==> config.mk <==
export PLATFORM = sky130hd
export DESIGN_NAME = jtframe_sdram_upload_flat
export DESIGN_NICKNAME = d
export VERILOG_FILES = /design/src/rtl/jtframe_upload_pkg.sv /design/src/rtl/jtframe_sdram_upload_if.sv /design/src/rtl/jtframe_sdram_upload.sv /design/src/flat_wrapper.sv
export SDC_FILE = /design/constraint.sdc
export NUM_CORES = 1
export LEC_CHECK = 0
export BUFFER_PORTS_ARGS = -buffer_cell sky130_fd_sc_hd__buf_2
export CELL_PAD_IN_SITES_DETAIL_PLACEMENT = 0
export CELL_PAD_IN_SITES_GLOBAL_PLACEMENT = 1
export CORE_AREA = 2 2 103 105
export DETAILED_ROUTE_END_ITERATION = 12
export DIE_AREA = 0 0 105 107
export PLACE_DENSITY = 0.84
export SLEW_MARGIN = 10
export SYNTH_ARGS = -nofsm -noshare
export SYNTH_HDL_FRONTEND = slang
export SYNTH_SLANG_ARGS = --single-unit
export TNS_END_PERCENT = 20
==> constraint.sdc <==
create_clock -name clk_rom -period 2.85 [get_ports clk_rom]
set_clock_uncertainty 0.1 [all_clocks]
set_input_delay 0.285 -clock clk_rom [delete_from_list [all_inputs] [get_ports clk_rom]]
set_output_delay 0.285 -clock clk_rom [all_outputs]
set_load 0.01 [all_outputs]
==> src/rtl/jtframe_upload_pkg.sv <==
// Shared types and helpers for the SDRAM upload (read-back) path.
package jtframe_upload_pkg;

  localparam int TAG_W = 21;

  typedef enum logic [1:0] {
    IDLE     = 2'd0,
    REQ      = 2'd1,
    WAIT_RDY = 2'd2
  } state_e;

  function automatic logic [7:0] lane_sel(input logic [31:0] line, input logic [1:0] lane);
    logic [7:0] b;
    case (lane)
      2'd0:    b = line[7:0];
      2'd1:    b = line[15:8];
      2'd2:    b = line[23:16];
      default: b = line[31:24];
    endcase
    return b;
  endfunction

endpackage

==> src/rtl/jtframe_sdram_upload_if.sv <==
// MCU read strobe side and SDRAM read handshake side of the upload block.
interface jtframe_sdram_upload_if;
  logic        uploading;
  logic [24:0] ioctl_addr;
  logic        ioctl_rd;
  logic [7:0]  ioctl_din;
  logic        ioctl_wait;
  logic        sdram_req;
  logic [21:0] sdram_addr;
  logic [1:0]  sdram_bank;
  logic        sdram_ack;
  logic        data_rdy;
  logic [31:0] data_read;
  logic        timeout_err;

  modport master (
    output uploading, ioctl_addr, ioctl_rd, sdram_ack, data_rdy, data_read,
    input  ioctl_din, ioctl_wait, sdram_req, sdram_addr, sdram_bank, timeout_err
  );

  modport slave (
    input  uploading, ioctl_addr, ioctl_rd, sdram_ack, data_rdy, data_read,
    output ioctl_din, ioctl_wait, sdram_req, sdram_addr, sdram_bank, timeout_err
  );
endinterface

==> src/rtl/jtframe_sdram_upload.sv <==
// Serves MCU byte reads during upload from SDRAM through a one-line (4-byte) cache,
// with a bounded wait on the SDRAM read handshake.
module jtframe_sdram_upload
  import jtframe_upload_pkg::*;
#(
  parameter logic [1:0] BANK     = 2'd0,
  parameter int         TIMEOUT  = 1023,
  parameter logic [7:0] OOR_BYTE = 8'hFF
)(
  input  logic            clk_rom,
  input  logic            rst,
  jtframe_sdram_upload_if.slave bus
);

  localparam int               CNT_W    = $clog2(TIMEOUT + 1);
  localparam logic [CNT_W-1:0] CNT_LAST = CNT_W'(TIMEOUT - 1);

  state_e             state_q, state_d;
  logic [31:0]        line_q, line_d;
  logic [TAG_W-1:0]   tag_q, tag_d;
  logic               valid_q, valid_d;
  logic [1:0]         lane_q, lane_d;
  logic [7:0]         din_q, din_d;
  logic               wait_q, wait_d;
  logic               req_q, req_d;
  logic [21:0]        addr_q, addr_d;
  logic [CNT_W-1:0]   cnt_q, cnt_d;
  logic               terr_q, terr_d;
  logic               upl_q, upl_d;
  logic               discard_q, discard_d;

  logic             up_rise, up_fall, up_edge;
  logic [TAG_W-1:0] rd_tag;
  logic             oor, hit, rdy_ok, discard_now;

  assign up_rise     = bus.uploading & ~upl_q;
  assign up_fall     = ~bus.uploading & upl_q;
  assign up_edge     = up_rise | up_fall;
  assign rd_tag      = bus.ioctl_addr[22:2];
  assign oor         = |bus.ioctl_addr[24:23];
  // A session edge invalidates the line on this same edge, so it cannot hit.
  assign hit         = valid_q & ~up_edge & (tag_q == rd_tag);
  assign rdy_ok      = bus.data_rdy & ((state_q == WAIT_RDY) | ((state_q == REQ) & bus.sdram_ack));
  assign discard_now = discard_q | up_fall;

  always_comb begin
    // NOTE: every variable gets its hold value first so no path can infer a latch.
    state_d   = state_q;
    line_d    = line_q;
    tag_d     = tag_q;
    valid_d   = valid_q;
    lane_d    = lane_q;
    din_d     = din_q;
    wait_d    = wait_q;
    req_d     = req_q;
    addr_d    = addr_q;
    cnt_d     = cnt_q;
    terr_d    = terr_q & ~up_rise;
    upl_d     = bus.uploading;
    discard_d = discard_q;

    unique case (state_q)
      IDLE: begin
        if (bus.ioctl_rd && bus.uploading) begin
          if (oor) begin
            din_d = OOR_BYTE;
          end else if (hit) begin
            din_d = lane_sel(line_q, bus.ioctl_addr[1:0]);
          end else begin
            state_d   = REQ;
            req_d     = 1'b1;
            wait_d    = 1'b1;
            addr_d    = {rd_tag, 1'b0};
            lane_d    = bus.ioctl_addr[1:0];
            tag_d     = rd_tag;
            valid_d   = 1'b0;
            cnt_d     = '0;
            discard_d = 1'b0;
          end
        end
      end
      REQ, WAIT_RDY: begin
        if (rdy_ok) begin
          state_d = IDLE;
          req_d   = 1'b0;
          wait_d  = 1'b0;
          // A session that ended mid-fetch still lets the SDRAM finish, but drops the data.
          if (!discard_now) begin
            line_d  = bus.data_read;
            valid_d = 1'b1;
            din_d   = lane_sel(bus.data_read, lane_q);
          end
        end else if (cnt_q == CNT_LAST) begin
          state_d = IDLE;
          req_d   = 1'b0;
          wait_d  = 1'b0;
          din_d   = OOR_BYTE;
          terr_d  = 1'b1;
          valid_d = 1'b0;
        end else begin
          cnt_d = cnt_q + 1'b1;
          if (state_q == REQ && bus.sdram_ack) begin
            req_d   = 1'b0;
            state_d = WAIT_RDY;
          end
        end
        if (up_fall) discard_d = 1'b1;
      end
      default: state_d = IDLE;
    endcase

    if (up_edge) valid_d = 1'b0;
  end

  // NOTE: state updates use non-blocking assignments so every flop samples pre-edge values.
  always_ff @(posedge clk_rom or posedge rst) begin
    if (rst) begin
      state_q   <= IDLE;
      line_q    <= '0;
      tag_q     <= '0;
      valid_q   <= 1'b0;
      lane_q    <= '0;
      din_q     <= '0;
      wait_q    <= 1'b0;
      req_q     <= 1'b0;
      addr_q    <= '0;
      cnt_q     <= '0;
      terr_q    <= 1'b0;
      upl_q     <= 1'b0;
      discard_q <= 1'b0;
    end else begin
      state_q   <= state_d;
      line_q    <= line_d;
      tag_q     <= tag_d;
      valid_q   <= valid_d;
      lane_q    <= lane_d;
      din_q     <= din_d;
      wait_q    <= wait_d;
      req_q     <= req_d;
      addr_q    <= addr_d;
      cnt_q     <= cnt_d;
      terr_q    <= terr_d;
      upl_q     <= upl_d;
      discard_q <= discard_d;
    end
  end

  assign bus.ioctl_din   = din_q;
  assign bus.ioctl_wait  = wait_q;
  assign bus.sdram_req   = req_q;
  assign bus.sdram_addr  = addr_q;
  assign bus.sdram_bank  = BANK;
  assign bus.timeout_err = terr_q;

endmodule

==> src/flat_wrapper.sv <==
// flat-port wrapper written by rule: the top's interface ports become plain ports
module jtframe_sdram_upload_flat import jtframe_upload_pkg::*;
#(
  parameter logic [1:0] BANK     = 2'd0,
  parameter int         TIMEOUT  = 1023,
  parameter logic [7:0] OOR_BYTE = 8'hFF
)
  (clk_rom, rst, bus_uploading, bus_ioctl_addr, bus_ioctl_rd, bus_sdram_ack, bus_data_rdy, bus_data_read, bus_ioctl_din, bus_ioctl_wait, bus_sdram_req, bus_sdram_addr, bus_sdram_bank, bus_timeout_err);
  jtframe_sdram_upload_if bus_i ();
  input  logic clk_rom;
  input  logic rst;
  input wire logic [$bits(bus_i.uploading)-1:0] bus_uploading;
  input wire logic [$bits(bus_i.ioctl_addr)-1:0] bus_ioctl_addr;
  input wire logic [$bits(bus_i.ioctl_rd)-1:0] bus_ioctl_rd;
  input wire logic [$bits(bus_i.sdram_ack)-1:0] bus_sdram_ack;
  input wire logic [$bits(bus_i.data_rdy)-1:0] bus_data_rdy;
  input wire logic [$bits(bus_i.data_read)-1:0] bus_data_read;
  output wire logic [$bits(bus_i.ioctl_din)-1:0] bus_ioctl_din;
  output wire logic [$bits(bus_i.ioctl_wait)-1:0] bus_ioctl_wait;
  output wire logic [$bits(bus_i.sdram_req)-1:0] bus_sdram_req;
  output wire logic [$bits(bus_i.sdram_addr)-1:0] bus_sdram_addr;
  output wire logic [$bits(bus_i.sdram_bank)-1:0] bus_sdram_bank;
  output wire logic [$bits(bus_i.timeout_err)-1:0] bus_timeout_err;
  assign bus_i.uploading = bus_uploading;
  assign bus_i.ioctl_addr = bus_ioctl_addr;
  assign bus_i.ioctl_rd = bus_ioctl_rd;
  assign bus_i.sdram_ack = bus_sdram_ack;
  assign bus_i.data_rdy = bus_data_rdy;
  assign bus_i.data_read = bus_data_read;
  assign bus_ioctl_din = bus_i.ioctl_din;
  assign bus_ioctl_wait = bus_i.ioctl_wait;
  assign bus_sdram_req = bus_i.sdram_req;
  assign bus_sdram_addr = bus_i.sdram_addr;
  assign bus_sdram_bank = bus_i.sdram_bank;
  assign bus_timeout_err = bus_i.timeout_err;
  jtframe_sdram_upload #(.BANK(BANK), .TIMEOUT(TIMEOUT), .OOR_BYTE(OOR_BYTE)) u_core (.clk_rom(clk_rom), .rst(rst), .bus(bus_i));
endmodule
==> impl_metrics.csv, run 1 <==
group,metric,value,unit
outcome,status,"finished clean",
timing,fmaxAchievable,0.384,GHz
timing,tns,0,ns
power,peakVddDrop,0.000415,V
critical_path,crit_start,"bus_uploading",
logic_synthesis,seq_area_frac_synth,47.3,%
layout,final_cell_mix,"buf_2 (94), dfrtp_1 (81), mux2_2 (55)",
layout,n_antenna_cell,0,
detailed_routing,ant_nets,0,
layout,final_design_area_no_fill,5140,sq um
critical_path,critPathRequiredTime,2.98,ns
clock_network,cts_buffer_depth,2,
hold_path,min_path_cells,2,
placed_design,preCtsSetupSlack,0.279,ns
logic_synthesis,ys_warn_count,0,
global_route,grt_pass1_wl,15800,um
critical_path,cp-start-kind,"input pin",
placed_design,gp_congestion,0.802,
timing,rsz0062_at_grt,"false",
hold_path,min_from,"bus_data_read[23]",
logic_synthesis,syn_area,4280,sq um
timing,final_hold_viol_count,0,
logic_synthesis,synth_cell_type_count,47,
timing,worstMarginPinSlew,0.689,ns
global_route,grt_usage,17.9,%
clock_network,cts_buffers,9,
layout,n_fill_cell,944,
global_route,grt_max_degree,40,
placed_design,place_area,4900,sq um
logic_synthesis,ys_seq_elements,81,
logic_synthesis,synth_edf_count,0,
detailed_routing,firstDrtPassIters,4,
detailed_routing,wl_per_cell,16.3,um
detailed_routing,wl,9530,um
floorplanning,dieArea,11200,sq um
detailed_routing,drt_iter0_drc,118,
global_route,grt_pass1_vias,3253,
critical_path,arrival,2.73,ns
logic_synthesis,synth-async-reset-ratio,100,%
floorplanning,die_x,105,um
layout,final_common_cell,"buf_2",
critical_path,r2r_cells,6,
flow_run,cap_violations,0,
clock_network,clk_pin_slew,0.08,ns
global_route,gr-total-overflow,0,
floorplanning,initial_utilization,42.4,%
critical_path,critPathKind,"input pin to flip-flop",
timing,finalSetupViolCount,0,
floorplanning,ios,98,
placed_design,io_buffers,94,
placed_design,hpwlAfterDp,7090,um
clock_network,clock_latency,0.35,ns
timing,final.min_clock_period,2.60,ns
critical_path,r2r-start,"u_core.state_q[1]$_DFFE_PP0P_",
layout,seq_area,2030,sq um
timing,slew_headroom,54.0,%
layout,drive_above_1_share,43.8,%
detailed_routing,avgViaCountPerCell,5.31,
hold_path,hold_path_class,"input pin to flip-flop",
power,p_leak,2.42,nW
timing,period_share,91.3,%
floorplanning,fp-row-count,37,
clock_network,cts_tree,"built",
clock_network,htree_levels,3,
detailed_routing,drc,0,
floorplanning,fp.coreArea,10100,sq um
global_route,antenna_found_initial,0,
power,power,4.83,mW
timing,fin_ws,0.247,ns
clock_network,clock-root-buffer,"clkbuf_8",
critical_path,endpoint_kind,"flip-flop",
floorplanning,die_y,107,um
logic_synthesis,ys.flop_type,"dfrtp_1",
layout,syn2layout_area_growth,19.9,%
layout,nNetsFinal,513,
critical_path,crit_fanout,23,
power,power.density,940,nW/um^2
logic_synthesis,avgSynthCellArea,12.3,sq um
layout,multi_input_area,2060,sq um
clock_network,cts_num_sinks,81,
layout,postLayoutCoreUtil,50.9,%
timing,slew_viol_final,0,
detailed_routing,vias,3097,
logic_synthesis,synth_cells,347,
repair_timing:
item	4_1_cts	5_1_grt
setup buffers	0	1
resized for setup	0	1
hold buffers	2	0
endpoints found under the hold margin	38	0
setup endpoints to repair	0	31
report_power, final:
part | switching (mW) | internal (mW) | total [mW]
combinational | 0.905 | 1.02 | 1.92
sequential | 0.381 | 1.61 | 1.99
clock | 0.416 | 0.493 | 0.909
final timing paths:
kind / end / slack (ns)
hold reg to reg: u_core.line_q[2]$_DFFE_PP0P_ / 0.41
hold / removal: u_core.line_q[23]$_DFFE_PP0P_ / 0.08
setup reg to reg: u_core.cnt_q[4]$_DFFE_PP0P_ / 0.41
min in group asynchronous: u_core.tag_q[19]$_DFFE_PP0P_ / 0.46
max in group asynchronous: u_core.line_q[13]$_DFFE_PP0P_ / 1.40
setup / recovery: u_core.tag_q[12]$_DFFE_PP0P_ / 0.25
registers in the layout (all words and copies together), names as in the netlist:
signal                  count
u_core.lane_q               2
u_core.discard_q            1
u_core.upl_q                1
u_core.tag_q               21
u_core.bus.timeout_err      1
u_core.line_q              32
u_core.bus.sdram_req        1
u_core.state_q              2
u_core.valid_q              1
u_core.cnt_q               10
u_core.bus.ioctl_din        8
u_core.bus.ioctl_wait       1
synth_stat cells, types with 9 or more instances:
cell | instances | area (sq um)
xor2_1 | 11 | 96.3
mux2_2 | 55 | 619
inv_1 | 23 | 86.3
dfrtp_1 | 81 | 2030
mux2i_1 | 9 | 90.1
nand3_1 | 17 | 85.1
mux4_2 | 16 | 360
through the flow:
| stage | hold WS [ns] | instances |
|---|---|---|
| 2_1_floorplan | 0.216 | 349 |
| 6_report | 0.0838 | 583 |
| 5_1_grt | 0.0704 | 583 |
| 3_3_place_gp | 0.306 | 564 |
| 4_1_cts | 0.0681 | 582 |
| 3_5_place_dp | 0.317 | 564 |
metal layers:
layer  wire length (um)  global-route usage, %  vias to the layer above
li1                   -                      -                     1465
met1               4130                   22.4                     1554
met2               4880                   30.7                       60
met3                310                   2.92                       18
met4                205                   8.38                        0
met5                  0                      0                        -
cell families (layout without fill, tap and decap cells):
family	count (synthesis)	in the layout	synth area share [%]
AND/OR/NAND/NOR	62	62	8.59
adder cells (fa/ha/maj)	8	8	2.34
other	1	3	0.0876
flip-flops	81	81	47.3
buffers and inverters	46	144	4.85
XOR/XNOR	19	19	3.89
multiplexers	80	80	25.0
AO/OA/AOI/OAI	50	50	7.95
layout make-up:
| cell class | instances | area share, % |
|---|---|---|
| multi-input combinational | 222 | 40.0 |
| sequential | 81 | 39.5 |
| timing repair buffer | 105 | 11.4 |
| tap | 136 | 3.31 |
| clock buffer | 11 | 2.56 |
| inverter | 23 | 1.71 |
| clock inverter | 5 | 1.56 |
worst max-delay path: stages:
cell,delay (ns)
dlygate4sd3_1,0.52
buf_2,0.15
inv_1,0.05
ha_1,0.29
o2111ai_1,0.12
nor4_2,0.30
nand4bb_1,0.14
buf_4,0.18
nand3_1,0.14
buf_12,0.19
mux2_2,0.35
Note: power is estimated with default switching activity, not from simulation.
==> run 2: changes to the inputs <==
Settings changed: ABC_AREA set to 1, CORE_AREA 2 2 103 105 to 2 2 113 115, DIE_AREA 0 0 105 107 to 0 0 115 117, PLACE_DENSITY 0.84 to 0.83.
==> run 2 against run 1 <==
Against the previous run:
- hold slack got worse by 0.010 ns
- design area increased by 8.5%
- via count increased by 38%
- routed wire length increased by 23%
- maximum frequency increased by 3.9%
- core utilization decreased by 5.6 points
- area after synthesis increased by 8.7%
- register-to-register slack got worse by 0.07 ns
- die area increased by 20%
- sequential cell count unchanged
- clock-buffer cell count decreased by 1
- clock power increased by 29%
==> impl_metrics.csv, run 2 <==
group,metric,value,unit
floorplanning,die_y,117,um
placed_design,place_area,5260,sq um
logic_synthesis,synth_cell_type_count,34,
clock_network,cts_tree,"built",
timing,finalSetupViolCount,0,
floorplanning,dieArea,13500,sq um
logic_synthesis,synth.top_cell.area_share,43.5,%
logic_synthesis,yosysMostFrequentCell,"nand2_1",
logic_synthesis,synth_common_cells,"nand2_1 (221), inv_1 (94), dfrtp_1 (81)",
global_route,grt_pass1_wl,19500,um
logic_synthesis,seq_area_frac_synth,43.5,%
layout,n_antenna_cell,0,
logic_synthesis,synth-async-reset-ratio,100,%
critical_path,cp-start-kind,"flip-flop",
detailed_routing,wl_per_cell,13.1,um
placed_design,preCtsSetupSlack,0.349,ns
global_route,busiest_layer,"met2",
clock_network,cts_resized,0,
outcome,status,"finished clean",
timing,fmaxAchievable,0.399,GHz
layout,top_regs,"u_core.line_q: 32 flops, u_core.tag_q: 21 flops, u_core.cnt_q: 10 flops",
logic_synthesis,avgSynthCellArea,7.27,sq um
layout,final_design_area_no_fill,5570,sq um
critical_path,critPathRequiredTime,2.98,ns
timing,rsz0062_at_grt,"false",
placed_design,gp_congestion,0.841,
clock_network,cts_num_sinks,81,
layout,final_common_cell,"nand2_1",
floorplanning,fp-row-count,41,
logic_synthesis,ys_warn_count,0,
global_route,grt_max_degree,53,
detailed_routing,avgViaCountPerCell,4.80,
hold_path,hold_path_class,"input pin to flip-flop",
clock_network,cts_buffers,9,
logic_synthesis,syn_area,4660,sq um
layout,postLayoutCoreUtil,45.3,%
placed_design,io_buffers,94,
critical_path,endpoint_kind,"flip-flop",
detailed_routing,drc,0,
global_route,antenna_found_initial,0,
global_route,gr-total-overflow,0,
clock_network,cts_buffer_depth,2,
floorplanning,ios,98,
layout,drive_above_1_share,19.1,%
global_route,grt_use_met1,25.2,%
global_route,grt_util_met3,3.96,%
detailed_routing,firstDrtPassIters,5,
logic_synthesis,synth.area.top_cells,"dfrtp_1 (44%), nand2_1 (18%), inv_1 (7.6%), o21ai_0 (5.1%), nor2_1 (4.4%)",
power,peakVddDrop,0.000356,V
logic_synthesis,ys.flop_type,"dfrtp_1",
power,power.density,999,nW/um^2
timing,period_share,87.9,%
clock_network,clock_latency,0.34,ns
critical_path,crit_fanout,52,
layout,nNetsFinal,808,
detailed_routing,vias,4279,
logic_synthesis,yosysTopAreaCell,"dfrtp_1",
power,netSwitchingPower,2.32,mW
placed_design,hpwlAfterDp,8860,um
detailed_routing,wl,11700,um
power,combPwrFrac,42.4,%
timing,slew_headroom,46.1,%
floorplanning,initial_utilization,37.8,%
timing,slew_viol_final,0,
detailed_routing,ant_nets,0,
layout,n_fill_cell,1273,
critical_path,critPathKind,"flip-flop to flip-flop",
layout,multi_input_area,2160,sq um
floorplanning,fp.coreArea,12300,sq um
layout,final_cell_mix,"nand2_1 (221), buf_2 (94), inv_1 (93)",
clock_network,clk_pin_slew,0.06,ns
clock_network,clock-root-buffer,"clkbuf_16",
floorplanning,die_x,115,um
detailed_routing,drt_iter0_drc,220,
layout,syn2layout_area_growth,19.7,%
power,p_int,3.25,mW
layout,seq_area,2030,sq um
clock_network,htree_levels,3,
timing,worstMarginPinSlew,0.808,ns
power,pwr-share-clk,21.0,%
logic_synthesis,synth_edf_count,0,
power,p_leak,3.04,nW
global_route,grt.met2_usage,29.6,%
timing,tns,0,ns
global_route,grt_usage,18.5,%
timing,fin_ws,0.344,ns
power,p_seq_share,36.6,%
critical_path,arrival,2.63,ns
power,swShare,41.7,%
global_route,grt_pass1_vias,4098,
timing,timing.hold.ws,0.0735,ns
logic_synthesis,ys_seq_elements,81,
flow_run,cap_violations,0,
layout,largest_reg_flops,32,
layout,top_register,"u_core.line_q",
timing,final_hold_viol_count,0,
logic_synthesis,synth_cells,640,
timing,final.min_clock_period,2.51,ns
## run 2: cell count changes in the layout (fill, tap and decap cells not counted), sizes merged, moves of 12 or more
| cell | before | now |
|---|---|---|
| nand2 | 7 | 225 |
| inv | 22 | 96 |
| o21ai | 8 | 68 |
| nor2 | 4 | 56 |
| mux2 | 55 | 12 |
| mux4 | 16 | 0 |
| nand3 | 18 | 30 |
## run 2: routing by layer
layer	share of wire (%)	routed length [um]
met1	48	5650
met4	1.8	210
met3	5.4	630
met2	44	5200
met5	0	0
## run 2: logic make-up after synthesis
| kind of cell | synth area share [%] |
|---|---|
| other | 0.0805 |
| DFF | 43.5 |
| xor gates and xnor gates | 0.376 |
| muxes | 2.90 |
| adders and majority gates | 2.15 |
| buffers and inverters | 10.1 |
| and+or+nand+nor | 29.3 |
| AOI/OAI and AO/OA | 11.5 |
## run 2: layout make-up
class	count	area share [%]
repair buffers	101	9.48
inverters	98	6.62
flip-flops and latches	81	36.4
multi-input cells	446	38.9
clock inverters	6	1.19
well taps	150	3.37
clock buffers	10	4.11
## run 2: power groups by stage
stage | registers (mW) | logic [mW] | clock network (mW)
6_report | 2.04 | 2.36 | 1.17
5_1_grt | 2.11 | 2.72 | 1.26
4_1_cts | 2.03 | 2.39 | 1.20
3_5_place_dp | 2.05 | 2.37 | 0
3_3_place_gp | 2.02 | 2.32 | 0
2_1_floorplan | 2.08 | 1.60 | 0
## run 2: final timing paths
check	cells after the start	endpoint	slack, ns	startpoint
hold reg to reg	2	u_core.bus.sdram_req$_DFFE_PP0P_	0.37	u_core.bus.sdram_req$_DFFE_PP0P_
min in group asynchronous	3	u_core.tag_q[1]$_DFFE_PP0P_	0.51	rst
hold / removal	2	u_core.line_q[6]$_DFFE_PP0P_	0.07	bus_data_read[6]
max in group asynchronous	4	u_core.state_q[0]$_DFFE_PP0P_	1.36	rst
setup / recovery	7	u_core.line_q[4]$_DFFE_PP0P_	0.34	u_core.state_q[1]$_DFFE_PP0P_
setup reg to reg	7	u_core.line_q[4]$_DFFE_PP0P_	0.34	u_core.state_q[1]$_DFFE_PP0P_
## run 2: per-stage QoR
step	power, mW	cells
2_1_floorplan	3.67	642
3_3_place_gp	4.34	874
3_5_place_dp	4.42	874
4_1_cts	5.62	892
5_1_grt	6.09	892
6_report	5.57	892
## run 2: critical path, stage by stage (launching register included)
cell,delay (ns)
dfrtp_1,0.40
inv_1,0.09
ha_1,0.56
inv_1,0.21
nor2_4,0.29
nand2_2,0.07
buf_4,0.28
mux2_1,0.37
## run 2: timing repair
item	CTS	global route
endpoints found under the setup margin	0	0
endpoints found under the hold margin	21	0
buffers inserted	0	0
hold buffers	2	0
==> run 3: changes to the inputs <==
Settings changed: PLACE_DENSITY 0.83 to 0.86.
==> run 3 against run 2 <==
Against the previous run:
- the flow now finishes with violations (negative hold slack)
- sequential share of layout area shrank 0.22 points
- maximum frequency down 1.6%
- hold slack worse by 0.079 ns
- non-clock buffer count rose by 1
- combinational power is essentially flat
- critical path type is now input pin to flip-flop
- global-route usage up 0.36 points
- routed wire length up 0.25%
- critical path depth is 6 higher
- final cell count unchanged
- sequential cell count is the same
==> impl_metrics.csv, run 3 (synthesized netlist as in run 2, its figures left out) <==
group,metric,value,unit
outcome,status,"complete, but fails checks",
outcome,failed_checks,"negative hold slack",
layout,top_regs,"u_core.line_q: 32 flops, u_core.tag_q: 21 flops, u_core.cnt_q: 10 flops",
timing,final_hold_viol_count,2,
clock_network,cts_buffer_depth,2,
timing,slew_headroom,38.0,%
power,swShare,40.8,%
global_route,grt_util_met3,3.66,%
floorplanning,fp-row-count,41,
clock_network,cts_tree,"built",
layout,postLayoutCoreUtil,45.5,%
floorplanning,die_y,117,um
timing,worstMarginPinSlew,0.930,ns
critical_path,crit_fanout,20,
layout,largest_reg_flops,32,
hold_path,hold_path_class,"input pin to async pin",
global_route,grt_usage,18.9,%
global_route,grt_pass1_vias,4239,
layout,top_register,"u_core.line_q",
critical_path,critPathMostFrequentCell,"nand2_1",
layout,drive_above_1_share,19.1,%
clock_network,htree_levels,3,
floorplanning,dieArea,13500,sq um
timing,fmaxAchievable,0.393,GHz
floorplanning,ios,98,
clock_network,cts_buffers,9,
critical_path,cp-start-kind,"input pin",
floorplanning,initial_utilization,37.8,%
layout,n_antenna_cell,0,
global_route,antenna_found_initial,0,
critical_path,slowest_delay,0.52,ns
detailed_routing,wl,11700,um
global_route,grt_max_degree,54,
layout,syn2layout_area_growth,20.4,%
detailed_routing,drc,0,
placed_design,preCtsSetupSlack,0.523,ns
critical_path,arrival,2.70,ns
power,p_seq_share,36.1,%
layout,final_cell_mix,"nand2_1 (221), buf_2 (94), inv_1 (93)",
global_route,grt_use_met1,25.3,%
timing,fin_ws,0.304,ns
detailed_routing,wl_per_cell,13.1,um
global_route,gr-total-overflow,0,
global_route,grt_pass1_wl,20100,um
clock_network,clock-root-buffer,"clkbuf_16",
detailed_routing,vias,4319,
timing,finalSetupViolCount,0,
detailed_routing,ant_nets,0,
critical_path,r2r_cells,9,
critical_path,crit_chain,"dlygate4sd3_1 -> buf_2 -> inv_1 -> ha_1 -> nand2_1 -> clkinv_1 -> nand2_1 -> nor2_1 -> nand2_1 -> nor2_1 -> nand4_1 -> nand3_1 -> o21ai_0",
flow_run,cap_violations,0,
floorplanning,fp.coreArea,12300,sq um
timing,timing.hold.ws,-0.00553,ns
global_route,busiest_layer,"met2",
global_route,grt.met2_usage,30.7,%
placed_design,io_buffers,94,
power,peakVddDrop,0.000410,V
clock_network,post_cts_buffers,0,
critical_path,cpMaxStageDelayCell,"dlygate4sd3_1",
power,netSwitchingPower,2.31,mW
clock_network,cts_resized,0,
critical_path,endpoint_kind,"flip-flop",
clock_network,clock_latency,0.35,ns
layout,final_common_cell,"nand2_1",
timing,slew_viol_final,0,
power,p_leak,3.06,nW
timing,tns,0,ns
timing,period_share,89.3,%
floorplanning,die_x,115,um
detailed_routing,firstDrtPassIters,5,
power,power.density,1010,nW/um^2
placed_design,gp_congestion,0.850,
timing,final.min_clock_period,2.55,ns
clock_network,clk_pin_slew,0.06,ns
layout,nNetsFinal,809,
power,pwr-share-clk,22.1,%
detailed_routing,avgViaCountPerCell,4.84,
clock_network,cts_num_sinks,81,
detailed_routing,drt_iter0_drc,237,
power,p_int,3.36,mW
timing,rsz0062_at_grt,"false",
critical_path,critPathRequiredTime,3.00,ns
power,combPwrFrac,41.8,%
placed_design,hpwlAfterDp,9080,um
critical_path,critPathKind,"input pin to flip-flop",
[run 3: cell types whose count changed in the layout (fill, tap and decap cells not counted), sizes merged]
cell	delta
inv	-1
bufinv	+1
clkinv	-3
buf	+2
dlygate4sd3	-1
clkbuf	+2
[run 3: worst paths after layout]
| path | startpoint | to | slack (ns) |
|---|---|---|---|
| setup reg to reg | u_core.state_q[1]$_DFFE_PP0P_ | u_core.cnt_q[3]$_DFFE_PP0P_ | 0.50 |
| setup / recovery | bus_uploading | u_core.cnt_q[3]$_DFFE_PP0P_ | 0.30 |
| min in group clk_rom | bus_data_read[6] | u_core.line_q[6]$_DFFE_PP0P_ | 0.07 |
| max in group asynchronous | rst | u_core.bus.sdram_req$_DFFE_PP0P_ | 1.88 |
| hold / removal | rst | u_core.line_q[31]$_DFFE_PP0P_ | -0.006 |
| hold reg to reg | u_core.valid_q$_DFFE_PP0P_ | u_core.valid_q$_DFFE_PP0P_ | 0.38 |
[run 3: layout make-up]
cell class,count,area [sq um]
multi-input combinational,446,2160
tap,150,188
sequential,81,2030
fill,1265,6710
clock inverter,3,65.1
timing repair buffer,102,546
inverter,98,369
clock buffer,12,246
[run 3: timing repair]
action | 4_1_cts | 5_1_grt
hold buffers | 1 | 0
hold endpoints to repair | 1 | 0
setup endpoints to repair | 0 | 0
[run 3: worst max-delay path: cells and delay by family]
family,cells,cell delay (ns)
buffers and inverters,4,0.78
AND/OR/NAND/NOR,7,0.94
adder cells (fa/ha/maj),1,0.32
AO/OA/AOI/OAI,1,0.36
[run 3: routing by layer]
layer  up-vias  wire [um]
met5         -          0
met4         0        184
met3        16        703
met2       126       5450
met1      1971       5380
li1       2206          -
[run 3: stage by stage]
| step | hold slack, ns | std cells | total power [mW] | instance area (sq um) |
|---|---|---|---|---|
| 2_1_floorplan | 0.216 | 642 | 3.67 | 4660 |
| 3_3_place_gp | 0.343 | 876 | 4.35 | 5280 |
| 3_5_place_dp | 0.350 | 876 | 4.44 | 5280 |
| 4_1_cts | 0.0470 | 892 | 5.71 | 5610 |
| 5_1_grt | 0.0684 | 892 | 6.18 | 5610 |
| 6_report | -0.00553 | 892 | 5.67 | 5610 |
[run 3: power by group through the flow]
stage | registers, mW | logic, mW | clock network, mW
3_5_place_dp | 2.05 | 2.39 | 0
3_3_place_gp | 2.03 | 2.32 | 0
5_1_grt | 2.11 | 2.74 | 1.33
2_1_floorplan | 2.08 | 1.60 | 0
6_report | 2.04 | 2.37 | 1.25
4_1_cts | 2.04 | 2.39 | 1.28
